<file path="config.mk">
export PLATFORM = sky130hd
export DESIGN_NAME = alu_seq
export DESIGN_NICKNAME = d
export VERILOG_FILES = /design/src/rtl/alu_seq.sv
export SDC_FILE = /design/constraint.sdc
export NUM_CORES = 1
export LEC_CHECK = 0
export ABC_AREA = 1
export BUFFER_PORTS_ARGS = -buffer_cell sky130_fd_sc_hd__buf_2
export CORE_UTILIZATION = 40
export DETAILED_ROUTE_END_ITERATION = 7
export HOLD_SLACK_MARGIN = 0.1
export PLACE_DENSITY = 0.59
export SYNTH_ARGS = -nofsm -noshare
export SYNTH_HDL_FRONTEND = slang
export SYNTH_SLANG_ARGS = --single-unit
</file>
<file path="constraint.sdc">
create_clock -name clk -period 3.5 [get_ports clk]
set_clock_uncertainty 0.1 [all_clocks]
set_input_delay 0.525 -clock clk [delete_from_list [all_inputs] [get_ports clk]]
set_output_delay 0.525 -clock clk [all_outputs]
set_load 0.1 [all_outputs]
</file>
<file path="src/rtl/alu_seq.sv">
// ============================================================================
// Module      : alu_seq
// Description : Handshaked ALU with single-cycle logic/arith ops plus
//               iterative shift-add multiply and restoring unsigned divide.
// Revision    : 1.0
// ============================================================================
`default_nettype none

module alu_seq #(
  parameter int WIDTH = 19,
  parameter int SHW   = $clog2(WIDTH)
) (
  input  logic             clk,
  input  logic             rst_n,
  input  logic             in_valid,
  output logic             in_ready,
  input  logic [WIDTH-1:0] a,
  input  logic [WIDTH-1:0] b,
  input  logic [2:0]       alu_ctrl,
  output logic             out_valid,
  input  logic             out_ready,
  output logic [WIDTH-1:0] result,
  output logic [WIDTH-1:0] rem,
  output logic             zero,
  output logic             carry,
  output logic             ovf,
  output logic             dz
);

  localparam logic [2:0] OP_ADD  = 3'b000;
  localparam logic [2:0] OP_SUB  = 3'b001;
  localparam logic [2:0] OP_AND  = 3'b010;
  localparam logic [2:0] OP_OR   = 3'b011;
  localparam logic [2:0] OP_XOR  = 3'b100;
  localparam logic [2:0] OP_SLL  = 3'b101;
  localparam logic [2:0] OP_MUL  = 3'b110;
  localparam logic [2:0] OP_DIVU = 3'b111;
  localparam int         MSB     = WIDTH - 1;

  typedef enum logic [1:0] {
    IDLE = 2'd0,
    ITER = 2'd1,
    DONE = 2'd2
  } state_t;

  state_t           state_q, state_d;
  logic [WIDTH-1:0] a_q, a_d, b_q, b_d;
  logic [2:0]       op_q, op_d;
  logic [SHW-1:0]   cnt_q, cnt_d;
  logic [WIDTH-1:0] hi_q, hi_d, lo_q, lo_d;
  logic [WIDTH-1:0] result_q, result_d, rem_q, rem_d;
  logic             zero_q, zero_d, carry_q, carry_d, ovf_q, ovf_d, dz_q, dz_d;

  // Single-cycle datapath, evaluated directly on the incoming operands
  logic [WIDTH:0]     add_sum, sub_diff;
  logic [SHW-1:0]     shamt;
  logic [2*WIDTH-1:0] sll_wide;
  logic [WIDTH-1:0]   op_res, op_rem;
  logic               op_carry, op_ovf, op_dz, op_iter;

  assign add_sum  = {1'b0, a} + {1'b0, b};
  assign sub_diff = {1'b0, a} - {1'b0, b};
  assign shamt    = b[SHW-1:0];
  assign sll_wide = {{WIDTH{1'b0}}, a} << shamt;

  always_comb begin
    op_res   = '0;
    op_rem   = '0;
    op_carry = 1'b0;
    op_ovf   = 1'b0;
    op_dz    = 1'b0;
    op_iter  = 1'b0;
    case (alu_ctrl)
      OP_ADD: begin
        op_res   = add_sum[WIDTH-1:0];
        op_carry = add_sum[WIDTH];
        op_ovf   = (a[MSB] == b[MSB]) && (add_sum[MSB] != a[MSB]);
      end
      OP_SUB: begin
        op_res   = sub_diff[WIDTH-1:0];
        op_carry = sub_diff[WIDTH];
        op_ovf   = (a[MSB] != b[MSB]) && (sub_diff[MSB] != a[MSB]);
      end
      OP_AND: op_res = a & b;
      OP_OR:  op_res = a | b;
      OP_XOR: op_res = a ^ b;
      OP_SLL: begin
        if (int'(shamt) >= WIDTH) begin
          op_res   = '0;
          op_carry = |a;
        end else begin
          op_res   = sll_wide[WIDTH-1:0];
          op_carry = |sll_wide[2*WIDTH-1:WIDTH];
        end
      end
      OP_MUL: op_iter = 1'b1;
      default: begin
        if (b == '0) begin
          op_res = '1;
          op_rem = a;
          op_dz  = 1'b1;
        end else begin
          op_iter = 1'b1;
        end
      end
    endcase
  end

  // One iteration step: MUL keeps {hi,lo} = partial product / remaining
  // multiplier; DIVU keeps hi = partial remainder, lo = dividend/quotient.
  logic [WIDTH:0]   mul_sum, div_sh, div_diff;
  logic             div_ok, is_mul;
  logic [WIDTH-1:0] mul_hi, mul_lo, div_hi, div_lo, step_hi, step_lo;

  assign mul_sum  = {1'b0, hi_q} + (lo_q[0] ? {1'b0, a_q} : '0);
  assign mul_hi   = mul_sum[WIDTH:1];
  assign mul_lo   = {mul_sum[0], lo_q[WIDTH-1:1]};
  assign div_sh   = {hi_q, lo_q[WIDTH-1]};
  assign div_diff = div_sh - {1'b0, b_q};
  assign div_ok   = ~div_diff[WIDTH];
  assign div_hi   = div_ok ? div_diff[WIDTH-1:0] : div_sh[WIDTH-1:0];
  assign div_lo   = {lo_q[WIDTH-2:0], div_ok};
  assign is_mul   = (op_q == OP_MUL);
  assign step_hi  = is_mul ? mul_hi : div_hi;
  assign step_lo  = is_mul ? mul_lo : div_lo;

  always_comb begin
    state_d  = state_q;
    a_d      = a_q;
    b_d      = b_q;
    op_d     = op_q;
    cnt_d    = cnt_q;
    hi_d     = hi_q;
    lo_d     = lo_q;
    result_d = result_q;
    rem_d    = rem_q;
    zero_d   = zero_q;
    carry_d  = carry_q;
    ovf_d    = ovf_q;
    dz_d     = dz_q;
    case (state_q)
      IDLE: begin
        if (in_valid) begin
          a_d  = a;
          b_d  = b;
          op_d = alu_ctrl;
          if (op_iter) begin
            state_d = ITER;
            cnt_d   = SHW'(WIDTH - 1);
            hi_d    = '0;
            lo_d    = (alu_ctrl == OP_MUL) ? b : a;
          end else begin
            state_d  = DONE;
            result_d = op_res;
            rem_d    = op_rem;
            zero_d   = (op_res == '0);
            carry_d  = op_carry;
            ovf_d    = op_ovf;
            dz_d     = op_dz;
          end
        end
      end
      ITER: begin
        hi_d = step_hi;
        lo_d = step_lo;
        if (cnt_q == '0) begin
          state_d  = DONE;
          result_d = step_lo;
          rem_d    = is_mul ? '0 : step_hi;
          zero_d   = (step_lo == '0);
          carry_d  = is_mul & (|step_hi);
          ovf_d    = 1'b0;
          dz_d     = 1'b0;
        end else begin
          cnt_d = cnt_q - SHW'(1);
        end
      end
      DONE: begin
        if (out_ready) state_d = IDLE;
      end
      default: state_d = IDLE;
    endcase
  end

  always_ff @(posedge clk or negedge rst_n) begin
    if (!rst_n) begin
      state_q  <= IDLE;
      a_q      <= '0;
      b_q      <= '0;
      op_q     <= '0;
      cnt_q    <= '0;
      hi_q     <= '0;
      lo_q     <= '0;
      result_q <= '0;
      rem_q    <= '0;
      zero_q   <= 1'b0;
      carry_q  <= 1'b0;
      ovf_q    <= 1'b0;
      dz_q     <= 1'b0;
    end else begin
      state_q  <= state_d;
      a_q      <= a_d;
      b_q      <= b_d;
      op_q     <= op_d;
      cnt_q    <= cnt_d;
      hi_q     <= hi_d;
      lo_q     <= lo_d;
      result_q <= result_d;
      rem_q    <= rem_d;
      zero_q   <= zero_d;
      carry_q  <= carry_d;
      ovf_q    <= ovf_d;
      dz_q     <= dz_d;
    end
  end

  assign in_ready  = (state_q == IDLE);
  assign out_valid = (state_q == DONE);
  assign result    = result_q;
  assign rem       = rem_q;
  assign zero      = zero_q;
  assign carry     = carry_q;
  assign ovf       = ovf_q;
  assign dz        = dz_q;

endmodule

`default_nettype wire
</file>
==> results of run 1 <==
==> how the worst max path moves through the flow <==
| stage | startpoint | endpoint | cells after the start |
|---|---|---|---|
| 2_1_floorplan | state_q[0] | result[6] | 10 |
| 5_1_grt | lo_q[0] | carry | 19 |
| 4_1_cts | lo_q[18] | carry | 22 |
| 3_3_place_gp | b[4] | zero | 16 |
| 6_report | lo_q[18] | carry | 22 |
| 3_5_place_dp | b[4] | zero | 16 |
==> cells by family after synthesis <==
family          count (synthesis)  synth area share, %
flops                         128                24.50
buf+inv                       338                10.08
compound gates                375                16.29
simple gates                 1171                38.07
xor+xnor                        9               0.6028
fa+ha+maj                     107                10.47
==> state kept, by name, summed over array words and instances (netlist names), 2 cells and up <==
signal,flops
a_q,19
b_q,19
cnt_q,5
hi_q,19
lo_q,19
op_q,3
rem,19
result,19
state_q,2
==> critical path: cells and delay by family, from the launching register on <==
family,cells,cell delay (ns)
DFF,1,0.39
buffers and inverters,4,0.36
adders and majority gates,2,0.61
and+or+nand+nor,16,1.63
==> per-stage QoR <==
step	power, mW	instances	instance area, sq um	TNS (ns)	utilization, %
floorplan	9.022	2128	13080	0	-
global placement	11.78	2669	14500	-0.06330	45.48
detailed placement	11.77	2669	14500	0	45.48
CTS	13.75	2702	15140	0	47.50
global route	14.82	2702	15140	0	47.50
finish	13.87	2702	15140	0	47.50
==> synthesized netlist by cell type (6+ instances only) <==
cell type	n	area, sq um
o211ai_1	10	75.07
nand4_1	33	206.5
a21oi_1	108	540.5
o221ai_1	22	192.7
buf_2	20	100.1
nand3_1	220	1101
a221oi_1	6	52.55
o21ai_1	8	40.04
o21ai_0	173	865.8
nor3_1	20	100.1
nand2_2	7	43.79
nor4_1	10	62.56
dfrtp_1	128	3203
a31oi_1	8	50.05
nor2_1	196	735.7
a21o_1	6	45.04
nand3b_1	7	52.55
ha_1	103	1289
clkbuf_1	48	180.2
o22a_1	9	78.83
nand2_1	650	2440
inv_1	245	919.6
o21bai_1	6	45.04
inv_2	12	45.04
==> per-layer routing <==
metal  up-vias  routed length, um
met4         0               3741
met1      7217              26420
met2       735              26590
met5         -                  0
met3       133               4235
li1       7258                  -
==> layout make-up <==
| type | count | area [sq um] |
|---|---|---|
| clock buffer | 17 | 425.4 |
| clock inverter | 15 | 206.4 |
| fill | 3467 | 16740 |
| inverter | 260 | 975.9 |
| multi-input combinational | 1662 | 8572 |
| sequential | 128 | 3203 |
| tap | 435 | 544.3 |
| timing repair buffer | 185 | 1215 |
==> power breakdown <==
group	total [mW]	internal, mW	switching [mW]	leakage (nW)
Combinational	9.28	2.54	6.73	6.27
Sequential	2.64	2.14	0.506	1.60
Clock	1.95	1.20	0.746	0.310
==> impl_results.md, run 1 <==
* Outcome: completed
* Hold crit path type: input pin to register
* Core box area at 31,880 sq um
* Setup Slack @ Placement at 0.007640 ns
* DRT antenna net count at 0
* Most used cell, CP: nand2_1
* Most frequent cells in the layout: nand2_1 (648), inv_1 (245), nand3_1 (220)
* Post-synthesis cell area at 13,080 sq um
* RSZ-0062 raised after global routing: false
* Synth Flop Type: dfrtp_1
* CTS max path bufs at 2
* Worst-path clk slew at 0.06 ns
* CTS Sinks at 128
* I/O Buffers at 88
* Register bit total from synthesis at 128
* DR DRC count at 0
* DP HPWL at 49,530 um
* CTS root buffer: clkbuf_16
* Post-CTS Setup Bufs at 0
* Initial Utilization at 41.02%
* Grt met3 use at 4.249%
* GR met1 Demand/Resource at 49.23%
* Ys async rst share at 100.0%
* Max incr delay on CP at 0.43 ns
* DIE HEIGHT at 182.8 um
* Die X-Extent at 182.8 um
* Vias per cell at 5.678
* FP Rows at 65
* Drt total wl at 60,980 um
* DRT Pass-1 Iters at 6
* Final Hold Vio Count at 0
* 1st-iter DRT viols at 1,519
* Worst R2R End: carry
* Syn Inst Count at 2,128
* Worst skew pair latency at 0.44 ns
* Hold path startpoint: out_ready
* Slew HR at 53.05%
* Post-cts sizing count at 0
* CTS buffer count at 17
* Layout cells sized above 1 at 11.60%
* Finish-stage setup viols at 0
* # nets final at 2,406
* Post-cts hold buffer count at 1
* Pin count of the biggest net entering global routing at 90
* Busiest metal layer after global routing: met2
* Cell variety after synth at 49
* Vias at 15,340
* Setup ws final at 0.2967 ns
* Worst VDD drop at 711.5 uV
* Hold_ws at 0.2696 ns
* Post-Syn Area per Cell at 6.145 sq um
* Setup crit start kind: register
* EDFF count, synth at 0
* Worst Hold End: state_q[1]
* Crit share post-route at 91.52%
* Endpoint class of the critical path: register
* Number of global-route vias before repair at 14,400
* Global placement routability congestion at 1.010
* Cell Pwr Density at 915.8 nW/um^2
* Die ar. at 33,420 sq um
* Htree depth at 4
* Total global routing overflow at 0
* Sequential area share after synthesis at 24.50%
* CP max stage cell: fa_1
* CP max FO at 4
* Slew Viols, Final at 0
* Commonest non-fill, non-tap cell in the layout: nand2_1
* Diode count at 0
* GR Layer Usage met2 at 57.13%
* Initial antenna violation count at 2
* Top-Level Pins at 89
* R2R Setup Slk at 0.30 ns
* Sequence of cells on the critical path: inv_1, ha_1, inv_1, fa_1, nand2_1, inv_1, nand2_1, nand3_1, nand2_1, nand2_1, nand2_1, nand2_1, nand2_1, nand3_1, nand3_1, nand2_1, inv_2, nand2_1, nor2_1, nand3_1, nand2_1, nand2_1
* Syn. warnings at 0
* Hold path depth at 4
* Worst slew pin tran at 0.6968 ns
* Achievable clock frequency at 0.3122 GHz
* Global-route wire length before repair at 90,390 um
* Net Count, Synth at 2,280
* Tot GR Track Use at 36.71%
* Reg2Reg Launch Point: lo_q[18]
* Leakage at 8.182 nW
* Post-DR wirelength/cell at 22.57 um
* Reg2reg path depth at 22
* Worst EP required at 3.72 ns
* Setup CP Type: register to register
* Number of max-cap violations at 0
* Arr. time, crit path at 3.42 ns
* Layout area overhead at 15.80%
* CTS tree: yes
* Period minus WS final at 3.203 ns
Power figures use the tool's default switching activity.
==> inputs of run 2 (changes only) <==
--- a/config.mk
+++ b/config.mk
@@ -9,6 +9,7 @@
 export BUFFER_PORTS_ARGS = -buffer_cell sky130_fd_sc_hd__buf_2
 export CORE_UTILIZATION = 40
 export DETAILED_ROUTE_END_ITERATION = 7
+export GPL_TIMING_DRIVEN = 0
 export HOLD_SLACK_MARGIN = 0.1
 export PLACE_DENSITY = 0.59
 export SYNTH_ARGS = -nofsm -noshare
==> run 2 against run 1 <==
  * Final area fell by 2.8%
  * Maximum frequency shrank 2.7%
  * Combinational power decreased by 2%
  * Wire length down 5.0%
  * Global-route usage fell by 1.5 points
  * Register-to-register slack worse by 0.06 ns
  * Flip-flop and latch count stayed put
  * Clock power decreased by 7%
  * Largest cell class unchanged
  * Total power fell by 2.2%
==> impl_results.md, run 2 (synthesized netlist as in run 1, its figures left out) <==
* Outcome: completed
* Reg2Reg Launch Point: lo_q[0]
* Finish-stage setup viols at 0
* Die X-Extent at 182.8 um
* Arr. time, crit path at 3.51 ns
* Slew Viols, Final at 0
* Vias per cell at 5.618
* Layout cells sized above 1 at 8.671%
* Worst-path clk slew at 0.06 ns
* Pin count of the biggest net entering global routing at 73
* Number of fill cells in the layout at 3,492
* Number of global-route vias before repair at 14,280
* Commonest non-fill, non-tap cell in the layout: nand2_1
* DP HPWL at 47,480 um
* CTS max path bufs at 2
* Sequence of cells on the critical path: buf_2, clkinvlp_4, ha_1, buf_2, a21oi_1, nand2_1, nand3_1, nand2_1, nand2_1, nand2_1, nand2_1, nand2_1, a21oi_1, nor2_1, o21ai_0, nand3_1, a21boi_0, nand2_1
* Global placement routability congestion at 1.037
* DRT Pass-1 Iters at 6
* Initial antenna violation count at 0
* Period minus WS final at 3.291 ns
* CP max FO at 10
* Reg2reg path depth at 15
* CTS Sinks at 128
* FP Rows at 65
* Vias at 15,080
* Global-route wire length before repair at 87,310 um
* CTS root buffer: clkbuf_16
* Most used cell, CP: nand2_1
* Htree depth at 4
* Setup CP Type: input pin to register
* Drt total wl at 57,910 um
* Hold_ws at 0.2728 ns
* Top-Level Pins at 89
* Crit share post-route at 94.04%
* Endpoint class of the critical path: register
* Max incr delay on CP at 0.32 ns
* Slew HR at 47.21%
* Worst Hold End: state_q[1]
* Core box area at 31,880 sq um
* DRT antenna net count at 0
* Post-DR wirelength/cell at 21.58 um
* Worst slew pin tran at 0.7918 ns
* Worst skew pair latency at 0.43 ns
* Setup crit start kind: input pin
* R2R Setup Slk at 0.24 ns
* Diode count at 0
* Total power at 13.57 mW
* Leakage at 7.866 nW
* Layout area overhead at 12.55%
* 1st-iter DRT viols at 1,441
* DR DRC count at 0
* Achievable clock frequency at 0.3038 GHz
* Hold path depth at 4
* Tot GR Track Use at 35.21%
* Most frequent cells in the layout: nand2_1 (650), inv_1 (244), nand3_1 (220)
* Hold path startpoint: out_ready
* Cell Pwr Density at 921.8 nW/um^2
* # nets final at 2,388
* RSZ-0062 raised after global routing: false
* Total global routing overflow at 0
* Initial Utilization at 41.02%
* CTS tree: yes
* DIE HEIGHT at 182.8 um
* CTS buffer count at 17
* I/O Buffers at 87
* Hold crit path type: input pin to register
* Final Hold Vio Count at 0
* Worst R2R End: carry
* Worst VDD drop at 441.6 uV
* Worst EP required at 3.72 ns
* Number of max-cap violations at 0
* Die ar. at 33,420 sq um
* CP max stage cell: ha_1
-- run 2: changes by cell type in the layout (fill, tap and decap cells not counted), sizes merged --
cell,change
bufinv,-2
buf,-63
clkinv,-4
inv,+1
clkinvlp,+3
clkbuf,+47
-- run 2: metal layers --
metal,up-vias,global-route usage (%),wire (um)
met5,-,0,0
met2,650,55.97,25600
met4,0,18.63,3393
met1,7060,46.82,25130
met3,145,4.329,3786
li1,7224,-,-
-- run 2: through the flow --
stage	TNS, ns	area, sq um	setup WS, ns	cells	utilization, %
2_1_floorplan	0	13080	0.3210	2128	-
3_3_place_gp	-7.828	14060	-0.5330	2650	44.09
3_5_place_dp	-4.452	14090	-0.5578	2651	44.20
4_1_cts	0	14690	0.04960	2682	46.08
5_1_grt	0	14720	0.007660	2684	46.17
6_report	0	14720	0.2088	2684	46.17
-- run 2: worst max-delay path by stage --
stage,startpoint,depth (start not counted),slack (ns),to
after floorplan,state_q[0],10,0.32,result[6]
after CTS,lo_q[0],20,0.05,carry
after global placement,b[2],19,-0.53,carry
after detailed placement,b[2],19,-0.56,carry
after global routing,b[3],16,0.008,zero
final,b[2],18,0.21,carry
-- run 2: cell type report --
| class | instances | area [sq um] | share of cell area, % |
|---|---|---|---|
| Timing Repair Buffer | 93 | 509.2 | 3.460 |
| Buffer | 74 | 327.8 | 2.227 |
| Multi-Input combinational cell | 1662 | 8558 | 58.15 |
| Clock inverter | 13 | 151.4 | 1.029 |
| Clock buffer | 19 | 442.9 | 3.009 |
| Sequential cell | 128 | 3203 | 21.76 |
| Tap cell | 435 | 544.3 | 3.698 |
| Inverter | 260 | 980.9 | 6.665 |
-- run 2: critical path: cells and delay by family --
family	cells	cell delay, ns
fa+ha+maj	1	0.32
compound gates	4	0.78
buf+inv	3	0.69
simple gates	10	1.18
-- run 2: where the power goes --
part           leakage, nW  internal [mW]  switching [mW]
combinational         5.98           2.44            6.65
clock                0.283           1.08           0.742
sequential            1.60           2.14           0.517
total                 7.87           5.66            7.91
-- run 2: timing repair --
item	in CTS	in global routing
hold endpoints to repair	71	0
pin swaps	0	0
setup endpoints to repair	3	4
gates resized for setup	2	4
hold buffers	1	0
gates cloned	0	0
buffers inserted	0	4
==> inputs of run 3 (changes only) <==
--- a/config.mk
+++ b/config.mk
@@ -11,7 +11,7 @@
 export DETAILED_ROUTE_END_ITERATION = 7
 export GPL_TIMING_DRIVEN = 0
 export HOLD_SLACK_MARGIN = 0.1
-export PLACE_DENSITY = 0.59
+export PLACE_DENSITY = 0.61
 export SYNTH_ARGS = -nofsm -noshare
 export SYNTH_HDL_FRONTEND = slang
 export SYNTH_SLANG_ARGS = --single-unit
==> constraint.sdc (replaced) <==
create_clock -name clk -period 2.7 [get_ports clk]
set_clock_uncertainty 0.1 [all_clocks]
set_input_delay 0.405 -clock clk [delete_from_list [all_inputs] [get_ports clk]]
set_output_delay 0.405 -clock clk [all_outputs]
set_load 0.1 [all_outputs]
==> run 3 against run 2 <==
  * The run now ends with setup timing left
  * Global-route usage is 1.2 points higher
  * First-iteration DRC count up 6.9%
  * Cell count increased by 3.6%
==> impl_results.md, run 3 (synthesized netlist as in run 1, its figures left out) <==
* Outcome: finished with violations
* Failing checks: setup timing
* Hold crit path type: input pin to register
* Max incr delay on CP at 0.39 ns
* Placed cell areas at 14,090 sq um
* Diode count at 0
* DRT antenna net count at 0
* Worst skew pair latency at 0.44 ns
* CP delay by family, top: simple AND/OR/NAND/NOR gates
* I/O Buffers at 87
* Commonest non-fill, non-tap cell in the layout: nand2_1
* Die ar. at 33,420 sq um
* Vias at 15,960
* Layout cells sized above 1 at 24.89%
* Slew Viols, Final at 0
* Crit share post-route at 106.0%
* Number of max-cap violations at 0
* FP Rows at 65
* Worst EP required at 2.93 ns
* CP max FO at 5
* Cell Pwr Density at 1307 nW/um^2
* DRT Pass-1 Iters at 6
* Period minus WS final at 2.862 ns
* DR DRC count at 0
* DIE HEIGHT at 182.8 um
* Setup crit start kind: register
* Post-DR wirelength/cell at 22.03 um
* Sequence of cells on the critical path: inv_2, ha_4, a21oi_1, nand2_1, a21oi_4, buf_6, nand4_4, nand2_4, buf_12, buf_8, nand2_2, nand3_2, nand2_2, nor2_1, nand2_1, nor2_2, nand3_2, nand2_2, nand2_1
* Initial antenna violation count at 0
* Worst slew pin tran at 0.8951 ns
* CTS max path bufs at 2
* CP max stage cell: dfrtp_1
* CTS root buffer: clkbuf_16
* Setup ws final at -0.1625 ns
* Leakage at 8.574 nW
* Number of fill cells in the layout at 3,204
* Achievable clock frequency at 0.3493 GHz
* Finish-stage setup viols at 1
* Drt total wl at 61,270 um
* RSZ-0062 raised after global routing: true
* Pin count of the biggest net entering global routing at 99
* Global-route wire length before repair at 90,480 um
* Core box area at 31,880 sq um
* Slew HR at 40.33%
* # nets final at 2,485
* R2R Setup Slk at -0.16 ns
* Die X-Extent at 182.8 um
* Endpoint class of the critical path: register
* CTS tree: yes
* 1st-iter DRT viols at 1,541
* Arr. time, crit path at 3.09 ns
* Setup CP Type: register to register
* Vias per cell at 5.738
* Finished Cell Area at 17,090 sq um
* Worst-path clk slew at 0.06 ns
* CP Buf/Inv Count at 4
* Worst VDD drop at 762.7 uV
* Initial Utilization at 41.02%
* DP HPWL at 47,250 um
* TNS Setup at -0.1625 ns
* Most frequent cells in the layout: nand2_1 (578), inv_1 (206), nand3_1 (190)
* Tot GR Track Use at 36.43%
* CTS Sinks at 128
* Htree depth at 4
* Number of global-route vias before repair at 14,930
* CTS buffer count at 17
* Layout area overhead at 30.70%
* Top-Level Pins at 89
* Total global routing overflow at 0
* Global placement routability congestion at 1.004
* Final Hold Vio Count at 0
## run 3: worst register-to-register path, delay by kind of cell (launching register included)
family                     cells  cell delay (ns)
and+or+nand+nor               12             1.19
adders and majority gates      1             0.22
buffers and inverters          4             0.45
AOI/OAI and AO/OA              2             0.40
DFF                            1             0.39
## run 3: metal layers
| layer | vias up | global-route usage, % | part of all wire [%] |
|---|---|---|---|
| met5 | - | 0 | 0 |
| met4 | 0 | 19.20 | 5.9 |
| met3 | 163 | 4.448 | 7.6 |
| met2 | 799 | 58.69 | 45 |
| met1 | 7562 | 47.83 | 42 |
| li1 | 7434 | - | - |
## run 3: final timing paths
| kind | start | end | depth (start not counted) |
|---|---|---|---|
| min in group asynchronous | rst_n | hi_q[4] | 2 |
| max | b_q[18] | carry | 19 |
| max reg2reg | b_q[18] | carry | 19 |
| max in group asynchronous | rst_n | lo_q[0] | 3 |
| min reg2reg | result[4] | result[4] | 2 |
| min | out_ready | state_q[1] | 4 |
## run 3: metrics by stage
stage,setup WS (ns),total power [mW],cells,hold slack (ns),utilization [%]
after floorplan,0.03320,11.70,2128,0.009409,-
after global placement,-1.253,14.95,2650,0.3616,44.11
after detailed placement,-1.184,15.04,2651,0.2163,44.21
after CTS,-0.09704,20.43,2746,0.1631,50.77
after global routing,-0.2979,23.57,2781,0.1914,53.61
final,-0.1625,22.34,2781,0.1558,53.61
## run 3: repair_timing
action / in CTS / in global routing
endpoints found under the setup margin: 46 / 58
pin swaps: 54 / 97
endpoints found under the hold margin: 30 / 0
cloned: 3 / 0
hold buffers: 1 / 0
resized for setup: 221 / 205
buffers inserted: 65 / 37
## run 3: final cells by class
cell class | count | area, sq um | area share [%]
plain buffers | 71 | 379.1 | 2.218
clock buffers | 19 | 432.9 | 2.533
clock inverters | 13 | 173.9 | 1.018
inverters | 260 | 1018 | 5.959
multi-input cells | 1662 | 9903 | 57.95
flip-flops and latches | 128 | 3227 | 18.88
well taps | 435 | 544.3 | 3.185
repair buffers | 193 | 1411 | 8.258
## run 3: where the power goes
group	total, mW	internal [mW]	switching, mW	leakage, nW
sequential	3.52	2.79	0.726	1.57
combinational	16.4	5.94	10.4	6.72
clock	2.45	1.47	0.983	0.286
